`src/rtl/button_conditioner.sv`:
```
// button_conditioner: per-channel synchroniser, debouncer, press/release strobes
// and hold/auto-repeat engine for push-button inputs.
module button_conditioner #(
  parameter int CHANNELS      = 5,
  parameter int SYNC_STAGES   = 2,
  parameter int STABLE_CYCLES = 4,
  parameter int HOLD_CYCLES   = 10,
  parameter int REPEAT_CYCLES = 3,
  parameter int REPEAT_EN     = 1
) (
  input  logic                clk,
  input  logic                rst,
  input  logic [CHANNELS-1:0] in,
  output logic [CHANNELS-1:0] level,
  output logic [CHANNELS-1:0] press,
  output logic [CHANNELS-1:0] rel,
  output logic [CHANNELS-1:0] rpt
);
  localparam int CW = $clog2(STABLE_CYCLES + 1);
  localparam int HMAX = (HOLD_CYCLES > REPEAT_CYCLES) ? HOLD_CYCLES : REPEAT_CYCLES;
  localparam int HW = $clog2(HMAX + 1);
  localparam logic [CW-1:0] C_LAST = CW'(STABLE_CYCLES - 1);
  localparam logic [HW-1:0] H_LAST = HW'(HOLD_CYCLES - 1);
  localparam logic [HW-1:0] R_LAST = HW'(REPEAT_CYCLES - 1);

  logic [SYNC_STAGES-1:0][CHANNELS-1:0] sync;

  always_ff @(posedge clk or posedge rst)
    if (rst) sync <= '0;
    else sync <= {sync[SYNC_STAGES-2:0], in};

  for (genvar i = 0; i < CHANNELS; i++) begin : ch
    logic [CW-1:0] cnt;
    logic [HW-1:0] hcnt;
    logic phase, l, p, r, q, s, accept, nl;
    assign s = sync[SYNC_STAGES-1][i];
    assign accept = (s != l) && (cnt == C_LAST);
    assign nl = accept ? s : l;
    assign level[i] = l;
    assign press[i] = p;
    assign rel[i] = r;
    assign rpt[i] = q;
    // The hold engine only runs while the level stays high across the edge,
    // so rpt can never coincide with press or release.
    always_ff @(posedge clk or posedge rst)
      if (rst) begin
        l <= 1'b0;
        cnt <= '0;
        p <= 1'b0;
        r <= 1'b0;
        q <= 1'b0;
        hcnt <= '0;
        phase <= 1'b0;
      end else begin
        l <= nl;
        cnt <= (s == l || accept) ? '0 : cnt + 1'b1;
        p <= nl & ~l;
        r <= ~nl & l;
        if (!nl || !l) begin
          hcnt <= '0;
          phase <= 1'b0;
          q <= 1'b0;
        end else if (!phase) begin
          q <= hcnt == H_LAST;
          phase <= hcnt == H_LAST;
          hcnt <= (hcnt == H_LAST) ? '0 : hcnt + 1'b1;
        end else if (REPEAT_EN != 0) begin
          q <= hcnt == R_LAST;
          hcnt <= (hcnt == R_LAST) ? '0 : hcnt + 1'b1;
        end else begin
          q <= 1'b0;
        end
      end
  end
endmodule
```
`config.mk`:
```
export PLATFORM = sky130hd
export DESIGN_NAME = button_conditioner
export DESIGN_NICKNAME = d
export VERILOG_FILES = /design/src/rtl/button_conditioner.sv
export SDC_FILE = /design/constraint.sdc
export NUM_CORES = 1
export LEC_CHECK = 0
export BUFFER_PORTS_ARGS = -buffer_cell sky130_fd_sc_hd__buf_2
export CAP_MARGIN = 5
export CORE_MARGIN = 1
export CORE_UTILIZATION = 38
export CTS_CLUSTER_SIZE = 20
export DETAILED_ROUTE_END_ITERATION = 8
export SYNTH_ARGS = -nofsm -noshare
export SYNTH_HDL_FRONTEND = slang
export SYNTH_SLANG_ARGS = --single-unit
```
`constraint.sdc`:
```
create_clock -name clk -period 2 [get_ports clk]
set_input_delay 0.3 -clock clk [delete_from_list [all_inputs] [get_ports clk]]
set_output_delay 0.3 -clock clk [all_outputs]
set_load 0.01 [all_outputs]
```
=== After elaboration in Yosys (flattened, before gate mapping) ===
Cells that the tools add are included.

* $add $sub $neg: 10
* Multiply operators: 0
* Divide/modulo/power cells: 0
* $lt $le $gt $ge: 0
* Equality and inequality tests: 25
* Shift-type cells: 0
* Mux-type cells: 50
* Bitwise operators: 20
* Reductions and logical operators: 25

{| class="wikitable"
|+ Operators with widths
! operator !! number
|-
| $mux W4 || 20
|-
| $mux W1 || 25
|-
| $add A4 B1 Y4 const B || 5
|-
| $eq A4 B2 Y1 const B || 5
|-
| $eq A4 B4 Y1 const B || 5
|-
| $add A3 B1 Y3 const B || 5
|-
| $eq A3 B2 Y1 const B || 5
|-
| $mux W3 || 5
|-
| $and A1 B1 Y1 || 10
|-
| $logic_not A1 Y1 || 10
|-
| $logic_or A1 B1 Y1 || 10
|-
| $not A1 Y1 || 10
|-
| $eq A1 B1 Y1 || 5
|-
| $logic_and A1 B1 Y1 || 5
|-
| $ne A1 B1 Y1 || 5
|}

* Flip-flop bits (word level): 70
* Latch bits: 0
* Bits in writable memories: 0
* Memory bits (read-only): 0
* Input port bits: 7
* Output and inout bits: 20
* Word-level logic and storage cells: 167
* Memories kept: 0

=== Longest topological paths before layout ===
* Depth after elaboration: 6
* Depth in mapped cells: 5
* Mapped depth without buffers: 5

=== Least setup slack after synthesis ===
Ideal clock, no wire load.

* Path kind: reg2reg
* Start point: reg ch[3].cnt[0]
* End point: reg ch[3].q
* Setup time: 0.094 ns
* Data arrival time: 1.112 ns
* Required time: 1.906 ns
* Slack: 0.794 ns
* Cell stages (with the launch flop): 6
* Path buffers: 0
* Cells stage by stage: dfrtp_1 ha_1 ha_1 inv_1 o21ai_2 a211oi_1

* Cells in the longest elaborated chain, start to end: 6

{| class="wikitable"
|+ RTL lines
! what !! line !! RTL
|-
| start, declared || 33 || <nowiki>logic [CW-1:0] cnt;</nowiki>
|-
| start signal, assigned || 56 || <nowiki>cnt <= (s == l || accept) ? '0 : cnt + 1'b1;</nowiki>
|-
| $eq A3 B2 Y1 || 37 || <nowiki>assign accept = (s != l) && (cnt == C_LAST);</nowiki>
|-
| $logic_and A1 B1 Y1 || 37 ||
|-
| $mux W1 || 38 || <nowiki>assign nl = accept ? s : l;</nowiki>
|-
| $logic_not A1 Y1 || 59 || <nowiki>if (!nl || !l) begin</nowiki>
|-
| $logic_or A1 B1 Y1 || 59 ||
|-
| $mux W1 || 59 ||
|-
| end signal, assigned || 62 || <nowiki>q <= 1'b0;</nowiki>
|-
| end signal, assigned || 64 || <nowiki>q <= hcnt == H_LAST;</nowiki>
|-
| end signal, assigned || 68 || <nowiki>q <= hcnt == R_LAST;</nowiki>
|-
| end, declared || 35 || <nowiki>logic phase, l, p, r, q, s, accept, nl;</nowiki>
|}

No other way between the ends.

=== Worst setup path in the final report ===
* Start point: reg ch[0].cnt[0]
* End point: reg ch[0].q

* Cells in the longest elaborated chain, start to end: 6

{| class="wikitable"
|+ RTL lines
! what !! line
|-
| start, declared || 33
|-
| start signal, assigned || 56
|-
| $eq A3 B2 Y1 || 37
|-
| $logic_and A1 B1 Y1 || 37
|-
| $mux W1 || 38
|-
| $logic_not A1 Y1 || 59
|-
| $logic_or A1 B1 Y1 || 59
|-
| $mux W1 || 59
|-
| end signal, assigned || 62
|-
| end signal, assigned || 64
|-
| end signal, assigned || 68
|-
| end, declared || 35
|}

No other way between the ends.

==> reports/qor.yml <==
outcome: "finished clean"
cts_root_buffer: "clkbuf_8"
grt_pass1_vias: 1756
ctsHoldBuffers: 1
dp_slack_ns: 0.677
grt_pass1_wl_mm: 7.49
utilization: 0.434
portBuffers: 26
cts_max_level: 3
cts_max_path_buffers: 2
initial_utilization: 0.391
nets: 312
fin_crit_sh: 0.667
power_density_nw_per_um2: 1160
power_leakage_nw: 1.62
hpwl_mm: 2.89
clk_pin_slew_worst_paths_ns: 0.07
hp-class: "in -> reg"
skew_ns: 0.00929
yosysUniqueCellTypes: 17
cp.arrival_ns: 1.58
area_delta_synth_final_pct: 10.9
cpMostUsedCell: "ha_1"
vdd_drop_max_mv: 0.667
drive_above_1_share: 0.186
setup_tns_ns: 0
crit_family: "adder cells"
yosysWarnings: 0
start_kind: "flip-flop"
drc_errors: 0
postSynthAreaPerCell_um2: 11.5
globalplace.congestion: 0.720
slew_viol_final: 0
max-slew-margin-rel: 0.769
antenna_cells: 0
final_cells: 387
crit_buf_inv: 1
path_class: "reg -> reg"
fp.dieH_um: 91.0
fillCellCount: 750
core_um2: 7690
drtAntennaViolNets: 0
maxCapViolCount: 0
dpl.cell_count: 370
syn-num-nets: 293
wl_per_cell_um: 10.7
clk_latency_ns: 0.33
post_dp_cell_area_um2: 3140
finalHoldViolCount: 0
synthCells: 261
dieArea_um2: 8270
cts_tree: "built"
ys_seq_area_frac: 0.583
cts.sinks: 70
synthTopCellsByArea: "dfrtp_1 58%, ha_1 10%, buf_4 5.0%"
tightest_slew_ns: 0.345
row_count: 32
setup_ws_ns: 0.666
fin_area_um2: 3330
max_stage_delay_ns: 0.39
grt_usage: 0.116
num_vias: 1764
ys_seq_elements: 70
die_x_um: 91.0
yosys.area.top_type: "dfrtp_1"
final-setup-viol-count: 0
rsz0062_at_grt: "false"
first_pass_iters: 4
crit_chain: "ha_1 > ha_1 > inv_1 > o21ai_2 > a211oi_1"
cts_setup_buffers: 0
worstPathMaxFanout: 6
wl_mm: 4.13
initialDrtViolationCount: 65
grt_remaining_overflow: 0
antenna_found_initial: 0
slowest_stage: "dfrtp_1"
timing.hold.ws_ns: 0.0687
synth_top_area_frac: 0.583
finalCriticalPeriod_ns: 1.33
viasPerCell: 4.56
max_freq_mhz: 750
syn_area_um2: 3010
ctsResizeCount: 0
io_pins: 27
finalPower_mw: 3.87
endpoint_kind: "flip-flop"
cts_buffers: 9
grt_max_degree: 57
required_ns: 2.24
## cell type report
type	count	area (um2)	share of cell area
Sequential cell	70	1750	0.525
Multi-Input combinational cell	140	988	0.296
Clock buffer	13	169	0.0507
Timing Repair Buffer	28	160	0.0480
Tap cell	102	128	0.0383
Inverter	31	120	0.0360
Clock inverter	3	17.5	0.00525
## where the power goes
part	switching [mW]	internal, mW	total [mW]	leakage (nW)
combinational	0.510	0.364	0.875	0.595
sequential	0.244	1.72	1.96	0.925
clock	0.486	0.548	1.03	0.0954
total	1.24	2.63	3.87	1.62
## flip-flops by register name (all words and copies together), names as in the netlist
signal and cells:
ch.s 5, ch.r 5, ch.phase 5, ch.hcnt 20, ch.cnt 15, ch.l 5
sync 5, ch.q 5, ch.p 5
## worst register-to-register path, cell delays in order, from the launching register on
cell and delay (ns):
dfrtp_1 0.39, ha_1 0.20, ha_1 0.21, inv_1 0.11
o21ai_2 0.11, a211oi_1 0.23
## path summary, 6_finish.rpt
kind,depth (start not counted),from,end,slack (ns)
worst min-delay path,1,in[2],sync[2],0.07
max in group asynchronous,4,rst,ch[1].p,0.92
worst min register to register,0,sync[3],ch[3].s,0.35
worst max register to register,5,ch[0].cnt[0],ch[0].q,0.67
worst max-delay path,5,ch[0].cnt[0],ch[0].q,0.67
min in group asynchronous,3,rst,sync[2],0.48
## cell families after synthesis
family,Yosys count,synth area share
and+or+nand+nor,75,0.121
DFF,70,0.583
buffers and inverters,51,0.0886
AOI/OAI and AO/OA,25,0.0603
adders and majority gates,25,0.104
xor gates and xnor gates,15,0.0437
## cell usage after synthesis
cell type  count
nand3b_1      10
o21ai_0        5
inv_1         31
a211oi_1       5
nand2_1       10
nor2_1        25
xnor2_1        5
buf_4         20
a21oi_2        5
ha_1          25
nor3_1        20
nand3_1        5
dfrtp_1       70
xor2_1        10
o21ai_2        5
and3_1         5
a31oi_1        5
## layer usage
| layer | up-vias | wire length (um) | GRT usage |
|---|---|---|---|
| li1 | 870 | - | - |
| met1 | 862 | 1940 | 0.136 |
| met2 | 25 | 1960 | 0.184 |
| met3 | 7 | 146 | 0.0427 |
| met4 | 0 | 78 | 0.0675 |
| met5 | - | 0 | 0 |
## layout by cell type, fill, tap and decap left out
cell            n
clkbuf_8       12
nor3_1         20
ha_1           25
o21ai_2         5
dlygate4sd3_1   1
and3_1          5
xor2_1         10
a211oi_1        5
nand2_1        10
inv_1          30
clkinvlp_4      2
nand3_1         5
clkinv_2        2
o21ai_0         5
xnor2_1         5
nand3b_1       10
buf_12          1
buf_2          26
a31oi_1         5
clkbuf_1        1
dfrtp_1        70
nor2_1         25
a21oi_2         5
No activity file was read; power rests on OpenSTA's default activity.
